File: config.mk
export PLATFORM = sky130hd
export DESIGN_NAME = if_id_queue_flat
export DESIGN_NICKNAME = d
export VERILOG_FILES = /design/src/rtl/if_id_queue_if.sv /design/src/rtl/if_id_queue.sv /design/src/flat_wrapper.sv
export SDC_FILE = /design/constraint.sdc
export NUM_CORES = 1
export LEC_CHECK = 0
export BUFFER_PORTS_ARGS = -buffer_cell sky130_fd_sc_hd__buf_4
export CAP_MARGIN = 10
export CORE_UTILIZATION = 35
export CTS_CLUSTER_DIAMETER = 120
export CTS_CLUSTER_SIZE = 8
export DETAILED_ROUTE_END_ITERATION = 8
export HOLD_SLACK_MARGIN = 0.02
export PLACE_DENSITY = 0.6
export SLEW_MARGIN = 0
export SYNTH_ARGS = -nofsm -noshare
export SYNTH_HDL_FRONTEND = slang
export SYNTH_SLANG_ARGS = --single-unit
File: constraint.sdc
create_clock -name clk_i -period 6.6 [get_ports clk_i]
set_clock_uncertainty 0.05 [all_clocks]
set_input_delay 0.66 -clock clk_i [delete_from_list [all_inputs] [get_ports clk_i]]
set_output_delay 0.66 -clock clk_i [all_outputs]
set_load 0.05 [all_outputs]
File: src/rtl/if_id_queue_if.sv
// Fetch/decode handshake bundle for if_id_queue.
// slave  : the queue side (takes fetch inputs, drives decode outputs).
// master : the environment side (drives fetch and control, observes decode).
interface if_id_queue_if #(
  parameter int unsigned DEPTH  = 2,
  parameter int unsigned INST_W = 32,
  parameter int unsigned ADDR_W = 32,
  parameter int unsigned INT_W  = 8
);
  localparam int unsigned CNT_W = $clog2(DEPTH + 1);

  logic              in_valid_i;
  logic              in_ready_o;
  logic [INST_W-1:0] inst_i;
  logic [ADDR_W-1:0] inst_addr_i;
  logic [INT_W-1:0]  int_flag_i;
  logic              flush_i;
  logic              hold_i;
  logic              out_valid_o;
  logic [INST_W-1:0] inst_o;
  logic [ADDR_W-1:0] inst_addr_o;
  logic [INT_W-1:0]  int_flag_o;
  logic [CNT_W-1:0]  count_o;

  modport slave (
    input  in_valid_i, inst_i, inst_addr_i, int_flag_i, flush_i, hold_i,
    output in_ready_o, out_valid_o, inst_o, inst_addr_o, int_flag_o, count_o
  );

  modport master (
    output in_valid_i, inst_i, inst_addr_i, int_flag_i, flush_i, hold_i,
    input  in_ready_o, out_valid_o, inst_o, inst_addr_o, int_flag_o, count_o
  );
endinterface

File: src/rtl/if_id_queue.sv
// Fetch-to-decode circular buffer of DEPTH entries (instruction, address,
// interrupt flags) with valid/ready on the fetch side, hold/flush from decode.
// Ports:
//   clk_i  - rising-edge clock
//   rst_ni - asynchronous active-low reset
//   bus    - if_id_queue_if.slave: fetch inputs, flush/hold, head outputs,
//            in_ready_o / out_valid_o, occupancy count_o
// An empty queue presents a NOP bubble on the head outputs.
module if_id_queue #(
  parameter int unsigned       DEPTH        = 2,
  parameter int unsigned       INST_W       = 32,
  parameter int unsigned       ADDR_W       = 32,
  parameter int unsigned       INT_W        = 8,
  parameter logic [INST_W-1:0] NOP_INST     = INST_W'(32'h0000_0013),
  parameter logic [INT_W-1:0]  INT_NONE_VAL = INT_W'(8'h00)
) (
  input  logic          clk_i,
  input  logic          rst_ni,
  if_id_queue_if.slave  bus
);

  localparam int unsigned PTR_W = $clog2(DEPTH);
  localparam int unsigned CNT_W = $clog2(DEPTH + 1);

  typedef struct packed {
    logic [INST_W-1:0] inst;
    logic [ADDR_W-1:0] addr;
    logic [INT_W-1:0]  flags;
  } entry_t;

  entry_t           mem [DEPTH];
  entry_t           head;
  entry_t           wr_entry;
  logic [PTR_W-1:0] rd_ptr;
  logic [PTR_W-1:0] wr_ptr;
  logic [CNT_W-1:0] count;
  logic             in_ready;
  logic             out_valid;
  logic             push;
  logic             pop;

  // Handshake derived purely from registered occupancy.
  assign in_ready  = (count != CNT_W'(DEPTH));
  assign out_valid = (count != CNT_W'(0));
  assign push      = bus.in_valid_i & in_ready & ~bus.flush_i;
  assign pop       = out_valid & ~bus.hold_i & ~bus.flush_i;

  assign wr_entry = '{inst: bus.inst_i, addr: bus.inst_addr_i, flags: bus.int_flag_i};

  // Pointer and occupancy state; flush overrides everything.
  always_ff @(posedge clk_i or negedge rst_ni) begin
    if (!rst_ni) begin
      rd_ptr <= '0;
      wr_ptr <= '0;
      count  <= '0;
    end else if (bus.flush_i) begin
      rd_ptr <= '0;
      wr_ptr <= '0;
      count  <= '0;
    end else begin
      if (push) wr_ptr <= wr_ptr + PTR_W'(1);
      if (pop)  rd_ptr <= rd_ptr + PTR_W'(1);
      case ({push, pop})
        2'b10:   count <= count + CNT_W'(1);
        2'b01:   count <= count - CNT_W'(1);
        default: count <= count;
      endcase
    end
  end

  // Entry storage; contents are intentionally left unreset.
  always_ff @(posedge clk_i) begin
    if (push) mem[wr_ptr] <= wr_entry;
  end

  // Head is read from the array only, so there is no fetch-to-decode bypass.
  assign head = mem[rd_ptr];

  assign bus.in_ready_o  = in_ready;
  assign bus.out_valid_o = out_valid;
  assign bus.inst_o      = out_valid ? head.inst  : NOP_INST;
  assign bus.inst_addr_o = out_valid ? head.addr  : '0;
  assign bus.int_flag_o  = out_valid ? head.flags : INT_NONE_VAL;
  assign bus.count_o     = count;

endmodule
File: src/flat_wrapper.sv
// flat-port wrapper written by rule: the top's interface ports become plain ports
module if_id_queue_flat 
#(
  parameter int unsigned       DEPTH        = 2,
  parameter int unsigned       INST_W       = 32,
  parameter int unsigned       ADDR_W       = 32,
  parameter int unsigned       INT_W        = 8,
  parameter logic [INST_W-1:0] NOP_INST     = INST_W'(32'h0000_0013),
  parameter logic [INT_W-1:0]  INT_NONE_VAL = INT_W'(8'h00)
)
  (clk_i, rst_ni, bus_in_valid_i, bus_inst_i, bus_inst_addr_i, bus_int_flag_i, bus_flush_i, bus_hold_i, bus_in_ready_o, bus_out_valid_o, bus_inst_o, bus_inst_addr_o, bus_int_flag_o, bus_count_o);
  if_id_queue_if #(.DEPTH(DEPTH), .INST_W(INST_W), .ADDR_W(ADDR_W), .INT_W(INT_W)) bus_i ();
  input  logic clk_i;
  input  logic rst_ni;
  input wire logic [$bits(bus_i.in_valid_i)-1:0] bus_in_valid_i;
  input wire logic [$bits(bus_i.inst_i)-1:0] bus_inst_i;
  input wire logic [$bits(bus_i.inst_addr_i)-1:0] bus_inst_addr_i;
  input wire logic [$bits(bus_i.int_flag_i)-1:0] bus_int_flag_i;
  input wire logic [$bits(bus_i.flush_i)-1:0] bus_flush_i;
  input wire logic [$bits(bus_i.hold_i)-1:0] bus_hold_i;
  output wire logic [$bits(bus_i.in_ready_o)-1:0] bus_in_ready_o;
  output wire logic [$bits(bus_i.out_valid_o)-1:0] bus_out_valid_o;
  output wire logic [$bits(bus_i.inst_o)-1:0] bus_inst_o;
  output wire logic [$bits(bus_i.inst_addr_o)-1:0] bus_inst_addr_o;
  output wire logic [$bits(bus_i.int_flag_o)-1:0] bus_int_flag_o;
  output wire logic [$bits(bus_i.count_o)-1:0] bus_count_o;
  assign bus_i.in_valid_i = bus_in_valid_i;
  assign bus_i.inst_i = bus_inst_i;
  assign bus_i.inst_addr_i = bus_inst_addr_i;
  assign bus_i.int_flag_i = bus_int_flag_i;
  assign bus_i.flush_i = bus_flush_i;
  assign bus_i.hold_i = bus_hold_i;
  assign bus_in_ready_o = bus_i.in_ready_o;
  assign bus_out_valid_o = bus_i.out_valid_o;
  assign bus_inst_o = bus_i.inst_o;
  assign bus_inst_addr_o = bus_i.inst_addr_o;
  assign bus_int_flag_o = bus_i.int_flag_o;
  assign bus_count_o = bus_i.count_o;
  if_id_queue #(.DEPTH(DEPTH), .INST_W(INST_W), .ADDR_W(ADDR_W), .INT_W(INT_W), .NOP_INST(NOP_INST), .INT_NONE_VAL(INT_NONE_VAL)) u_core (.clk_i(clk_i), .rst_ni(rst_ni), .bus(bus_i));
endmodule
* Yosys cells after proc, flatten, opt, wreduce, memory -nomap -nowiden
Memory sizes are Yosys's and may differ from the RTL's.
Index checks and enable logic that the tools add are counted.
** Word-level totals
- RAM bits :: 144
- Latch bits :: 0
- ROM bits :: 0
- Memories kept :: 1
- Output and inout port bits :: 76
- Register bits after elaboration :: 4
** Memory list
- u_core.mem :: words 2, width 72, read ports 1, clocked after memory_dff 0, wr ports 1, RTL line if_id_queue.sv:31 : entry_t mem [DEPTH];
** Cells by class
- Equality and inequality tests :: 3
- $add $sub $neg :: 4
- Bitwise logic cells :: 6
- Reductions and logical operators :: 4
- Shift-type cells :: 0
- Muxes and demuxes :: 11
- $lt $le $gt $ge :: 0
- $mul :: 0
- Divide/modulo/power cells :: 0
** Operators by type and width (number)
- 32-bit two-way mux :: 2
- 8-bit two-way mux :: 1
- 1-bit two-way mux :: 6
- 2-bit nonzero test :: 3
- 1-bit AND :: 4
- 2-bit case mux with 2 select lines :: 1
- 3-bit nonzero test :: 1
- 1-bit adder (second input constant) :: 2
- 2-bit by 1-bit adder with 2-bit output (second input constant) :: 1
- 2-bit by 1-bit equality test with 1-bit output (second input constant) :: 1
- 2-bit equality test (second input constant) :: 1
- 2-bit two-way mux :: 1
- 2-bit != test (second input constant) :: 1
- 1-bit NOT :: 2
- 2-bit by 1-bit subtractor with 2-bit output (second input constant) :: 1

* Logic depth before layout (Yosys ltp)
Gate-level depths: netlist of the first run.
- Depth after elaboration :: 6
- Depth in mapped cells :: 4
- Depth with buffers taken out :: 4

* Least setup slack after synthesis of the first run
Ideal clock, no wire load.
- Path kind :: register -> register
- Start :: register u_core.count[1], in the netlist u_core.bus.count_o[1]
- End :: memory u_core.mem[1][0] (netlist bit), enable pin
- Arrival time :: 6.625 ns
- Path buffers :: 0
- Setup slack :: -0.680 ns
- Stages on the path, launching flop included :: 5
- Required time :: 5.945 ns
- Cells stage by stage :: dfrtp_1 > nor2b_1 > inv_1 > nand2_1 > nor3b_1
** On the way
- Cells in the longest elaborated chain, start to end :: 5
** Ends and longest elaborated chain
- start, declared :: RTL line if_id_queue.sv:36 : logic [CNT_W-1:0] count;
- start signal, assigned :: RTL line if_id_queue.sv:64 : 2'b10: count <= count + CNT_W'(1);
- start signal, assigned :: RTL line if_id_queue.sv:65 : 2'b01: count <= count - CNT_W'(1);
- start signal, assigned :: RTL line if_id_queue.sv:66 : default: count <= count;
- 2-bit != test :: RTL line if_id_queue.sv:43 : assign in_ready = (count != CNT_W'(DEPTH));
- named net bus_in_ready_o :: RTL line flat_wrapper.sv:21 : output wire logic [$bits(bus_i.in_ready_o)-1:0] bus_in_ready_o;
- 1-bit AND (2 in series) :: RTL line if_id_queue.sv:45 : assign push = bus.in_valid_i & in_ready & ~bus.flush_i;
- 1-bit two-way mux :: RTL line if_id_queue.sv:73 : if (push) mem[wr_ptr] <= wr_entry;
- 1-bit two-way mux (not written as such) :: RTL line if_id_queue.sv:73
- end, declared :: RTL line if_id_queue.sv:31
The timed path passes the listed nets, and every way through them passes these cells.

* Final worst setup path of the first run
- Start :: register u_core.count[0], in the netlist u_core.bus.count_o[0]
- End :: output bus_inst_o[1]
** On the way
- Cells in the longest elaborated chain, start to end :: 2
** Ends and longest elaborated chain
- 2-bit nonzero test :: RTL line if_id_queue.sv:44 : assign out_valid = (count != CNT_W'(0));
- 32-bit two-way mux :: RTL line if_id_queue.sv:81 : assign bus.inst_o = out_valid ? head.inst : NOP_INST;
- end, declared :: RTL line flat_wrapper.sv:23 : output wire logic [$bits(bus_i.inst_o)-1:0] bus_inst_o;
Every way passes these cells.

==> results.md, run 1 <==
* Final setup violation count at 0
* Min Clock Period, post-route at roughly 3300 ps
* # DRC at 0
* Worst-margin pin slew at 1020 ps
* Post-CTS sizing at 0
* CP top delay family: simple AND/OR/NAND/NOR gates
* Die area at between 15000 and 20000 µm²
* Critical path, cell by cell: nor2_4 -> buf_4 -> inv_1 -> nand2_1 -> buf_4
* Fill cells at ~1400
* GRT Overall Usage at around 14%
* Vias per cell at around 4.5
* Final GP Congestion at about 0.71
* Mapped Area at 5650 µm²
* Number of buffers inserted by post-CTS setup repair at 0
* Cell row count at between 40 and 50
* Area Growth Syn to Fin at 33.7%
* Largest cells by area after synthesis: edfxtp_1 (77%), mux2i_1 (13%), nor2_1 (4.6%), dfrtp_1 (1.8%), buf_4 (0.93%)
* Startpoint types: register
* Most frequent cells in the layout: buf_4 (156), edfxtp_1 (144), mux2i_1 (72)
* Remaining Overflow, GRT at 0
* IO Pins at about 150
* Power Density at 300 nW/µm²
* CP dominant cell by count: buf_4
* Mapped Cells at approximately 330
* Post-Syn Nets at 409
* Htree depth at 4
* Total core area at about 16000 µm²
* Hold bufs inserted after CTS at 1
* Largest net degree at the start of global routing at between 70 and 80
* Slowest stage cell, crit path: nor2_4
* Yosys reg bits at 148
* Leakage Power at 2.79 nW
* Worst Setup End Kind: output port
* Worst Path Class, Setup: reg2out
* # clock sinks at 148
* Hold Crit Class: in2reg
* FF+latch area at ~4400 µm²
* Yosys cell types at 21
* Sequential share of the synthesized area at 78.4%
* Drt first pass iters at 4
* Commonest non-fill, non-tap cell in the layout: buf_4
* VDD IR-drop max at 0.169 mV
* Via count at between 3000 and 4000
* Max cap viols at 0
* CTS tree: built
* Status: finished, final reports clean
* Clock Root Buffer: clkbuf_16
* Dominant cell type by area after synthesis: edfxtp_1
* Max Freq at 0.301 GHz
* Max Slew Vio Count at 0
* Hold_ws at 377 ps
* Tcrit/Tclk final at between 50% and 60%
* Final WL at 11100 µm
* CP bufs+invs at 3
* Setup TNS at 0 ps
* Worst-path fanout max at 39
* Rel. slew slack at 31.7%
* Post-detail-place hpwl at between 6000 and 7000 µm
* Die width at approximately 130 µm
* First-pass GRT wire length at ~17000 µm
* Clk slew on worst S/H paths at 60 ps
* Clock Tree Buf Depth at 2
* Post-DR wirelength/cell at between 15 and 20 µm
* Antenna-violating nets left at 0
* Port bufs at 152
* Slowest cell delay on critical path at about 770 ps
* Required arrival time at the worst endpoint at ~5900 ps
* Hold Vio Cnt, Final at 0
* Layout cell share with drive strength beyond 1 at between 30% and 40%
* Skew-Pair Late Insertion Delay at roughly 410 ps
* Die Y-Extent at approximately 130 µm
* Final #Nets at 570
* TritonCTS buffer count at 17
* # diodes at 0
* Initial DRC count at about 170
* Initial core utilization at approximately 36%
* Post-Syn Area per Cell at ~17 µm²
* Initial antenna violation count at 0
* Multi-input logic area at about 1100 µm²
* RSZ-0062 raised after global routing: no
* Post-synth top area share at between 70% and 80%
* CP Data Arrival Time at between 2000 and 3000 ps
* Vias in the first global route at roughly 3300
* Yosys warns at 0
[synth_stat cells]
master and count:
mux2i_1 72, buf_2 6, nand2_1 6, nor3b_1 1, nor2_1 69, o21ai_0 3, nand3_1 1, dfrtp_1 4
mux2_2 1, nand2b_1 2, nor2b_1 1, or3_1 2, buf_4 7, a21o_1 1, nor2_2 1, clkbuf_1 2
inv_1 3, nor3_1 1, and3b_1 1, a21oi_1 4, edfxtp_1 144
[power by group]
part	internal, mW	switching, mW
sequential	1.07	0.0167
combinational	0.111	0.220
clock	0.511	0.338
[per-layer routing]
layer / routed length [µm] / track usage (%) / up-vias
met4: 160 / 6.23 / 0
met3: 735 / 5.32 / 16
met2: 5530 / 22.9 / 105
met5: 0 / 0 / -
li1: - / - / 1555
met1: 4670 / 16.2 / 1576
[metrics by stage]
| step | utilization (%) | instances | area (µm²) | setup WS, ps | total power, mW |
|---|---|---|---|---|---|
| after global placement | 44.4 | 689 | 7030 | 3730 | 1.44 |
| after floorplan | - | 332 | 5660 | 1840 | 1.32 |
| after CTS | 47.7 | 720 | 7550 | 3190 | 2.30 |
| after detailed placement | 44.4 | 689 | 7030 | 3660 | 1.44 |
| after global routing | 47.7 | 720 | 7550 | 3030 | 2.35 |
| final | 47.7 | 720 | 7550 | 3280 | 2.27 |
[worst register-to-register path: stages (launching register included)]
cell	delay, ps
dfrtp_1	450
nor2b_1	190
inv_1	80
nand2_1	130
nor3b_4	200
buf_4	790
[sequential cells by signal, summed over array words and instances (netlist names)]
name                flops
u_core.mem            144
u_core.bus.count_o      2
u_core.rd_ptr           1
u_core.wr_ptr           1
[area by class of cell]
type                       count  area share, %
inverter                       3          0.149
multi-input combinational    166           15.2
tap                          216           3.58
clock buffer                  24           5.98
clock inverter                 6          0.763
timing repair buffer         157           15.6
sequential                   148           58.7
[cells by family after synthesis]
| group | Yosys count | synth area share, % |
|---|---|---|
| AND/OR/NAND/NOR | 85 | 6.12 |
| multiplexers | 73 | 13.0 |
| flip-flops | 148 | 78.4 |
| buffers and inverters | 18 | 1.80 |
| AO/OA/AOI/OAI | 8 | 0.754 |
[final timing paths]
path | startpoint | endpoint | slack (ps) | cells after the start
setup / recovery | u_core.bus.count_o[0] | bus_inst_o[1] | 3280 | 5
hold / removal | bus_inst_i[8] | u_core.mem[0][48] | 380 | 1
setup reg to reg | u_core.bus.count_o[1] | u_core.mem[1][29] | 4250 | 5
hold reg to reg | u_core.wr_ptr | u_core.wr_ptr | 580 | 2
max in group asynchronous | rst_ni | u_core.rd_ptr | 5830 | 2
min in group asynchronous | rst_ni | u_core.wr_ptr | 550 | 2
No activity file was read; power rests on OpenSTA's default activity.
==> run 2, diff against run 1 <==
clock period = 2.9 ns   (was 6.6 ns; I/O delays follow)
==> run 2 against run 1 <==
  * Power up 150%
  * Core utilization up 5.9 points
  * Combinational power rose to 2.6 times the previous value
  * Critical endpoint is now bus_inst_addr_o[18]
  * Critical path type unchanged
  * Highest routed layer unchanged
  * Largest power group unchanged
  * Final cell count is 11% higher
  * Sequential power grew 130%
  * Hold slack lost 320 ps
==> results.md, run 2 (same netlist as run 1, synthesis figures left out) <==
* Commonest non-fill, non-tap cell in the layout: buf_4
* # clock sinks at 148
* Vias in the first global route at 3692
* Die area at ~17000 µm²
* Max cap viols at 0
* Max Freq at between 0.4 and 0.5 GHz
* VDD IR-drop max at around 0.44 mV
* Slowest stage cell, crit path: dfrtp_4
* Core Util, Final at 53.6%
* Total power at roughly 5.6 mW
* Area Growth Syn to Fin at 50.2%
* # DRC at 0
* Vias per cell at about 4.5
* TritonCTS buffer count at 17
* RSZ-0062 raised after global routing: no
* CP Data Arrival Time at 2050 ps
* Post-CTS sizing at 0
* Die Y-Extent at around 130 µm
* Status: finished, final reports clean
* Setup TNS at 0 ps
* Remaining Overflow, GRT at 0
* CP dominant cell by count: buf_4
* Clock Root Buffer: clkbuf_16
* Worst Path Class, Setup: reg2out
* Post-DR wirelength/cell at approximately 15 µm
* Post-DP Area at ~7100 µm²
* Required arrival time at the worst endpoint at between 2000 and 3000 ps
* GRT Overall Usage at approximately 15%
* FF-to-FF setup slack at 1120 ps
* Clk slew on worst S/H paths at approximately 60 ps
* Dpl cells at 691
* Layout cell share with drive strength beyond 1 at between 30% and 40%
* Tcrit/Tclk final at just over 80%
* Final #Nets at ~640
* Leakage Power at around 3.2 nW
* Rel. slew slack at approximately 65%
* Final WS setup at between 500 and 600 ps
* Initial DRC count at approximately 140
* Power Density at roughly 660 nW/µm²
* Initial antenna violation count at 1
* Min Clock Period, post-route at approximately 2400 ps
* CP bufs+invs at 2
* Worst-path fanout max at 23
* Total core area at around 16000 µm²
* Design Area, Final at about 8500 µm²
* Drt first pass iters at 4
* Hold_ws at between 50 and 60 ps
* Worst Setup End Kind: output port
* Initial core utilization at a little over a third
* Non-filler cells, final at 797
* Largest register FFs at 144
* Hold Crit Class: in2reg
* Reg with most FFs: u_core.mem
* IO Pins at between 150 and 200
* Largest net degree at the start of global routing at 73
* Cell row count at 46
* Hold Vio Cnt, Final at 0
* Startpoint types: register
* Via count at about 3600
* First-pass GRT wire length at between 15000 and 20000 µm
* CP top delay family: flip-flops
* Max Slew Vio Count at 0
* Port bufs at 152
* Clock Tree Buf Depth at 2
* Critical path, cell by cell: buf_4 -> mux2i_1 -> nor2_1 -> buf_4
* Antenna-violating nets left at 0
* Final setup violation count at 0
* Post-Place Setup Slack at roughly 940 ps
* Slowest cell delay on critical path at roughly 680 ps
* Die width at around 130 µm
* Skew-Pair Late Insertion Delay at roughly 410 ps
* Post-detail-place hpwl at a little under 7000 µm
* Fill cells at 1338
* Htree depth at 4
* Worst-margin pin slew at between 500 and 600 ps
* Most frequent cells in the layout: buf_4 (154), edfxtp_1 (144), dlygate4sd3_1 (73)
* Final WL at 11900 µm
* Final GP Congestion at ~0.67
* CTS tree: built
run 2: cell types whose count changed in the layout (fill, tap and decap cells not counted), sizes merged:
cell / previous run / this run
clkinvlp: 1 / 2
bufinv: 1 / 3
clkinv: 4 / 3
diode: 0 / 1
buf: 156 / 158
dlygate4sd3: 1 / 73
run 2: final timing paths:
check / endpoint / from / cells after the start
max: bus_inst_addr_o[18] / u_core.rd_ptr / 4
min: u_core.bus.count_o[0] / bus_flush_i / 2
max reg2reg: u_core.mem[0][59] / u_core.bus.count_o[1] / 5
min reg2reg: u_core.bus.count_o[1] / u_core.bus.count_o[1] / 2
max in group asynchronous: u_core.rd_ptr / rst_ni / 2
min in group asynchronous: u_core.rd_ptr / rst_ni / 2
run 2: layout make-up:
| type | count | area (µm²) | area share, % |
|---|---|---|---|
| well taps | 216 | 270 | 3.19 |
| multi-input cells | 166 | 1160 | 13.7 |
| diodes | 1 | 2.50 | 0.0295 |
| clock inverters | 8 | 120 | 1.42 |
| clock buffers | 24 | 512 | 6.03 |
| repair buffers | 231 | 1970 | 23.2 |
| inverters | 3 | 16.3 | 0.192 |
| flip-flops and latches | 148 | 4430 | 52.2 |
run 2: worst reg2reg max path: cells and delay by family, from the launching register on:
family	cells	cell delay, ps
buffers and inverters	2	440
flip-flops	1	450
AND/OR/NAND/NOR	3	430
run 2: what timing repair did:
item,CTS,global route
hold buffers,73,0
hold endpoints to repair,148,0
buffers inserted,0,0
run 2: metal layers:
layer	share of wire (%)	track usage (%)
met1	44	17.9
met5	0	0
met4	1.5	6.92
met3	5.6	5.16
met2	49	24.4
run 2: report_power, final:
part / switching [mW] / internal, mW
Sequential: 0.0334 / 2.44
Clock: 0.810 / 1.49
Combinational: 0.528 / 0.328
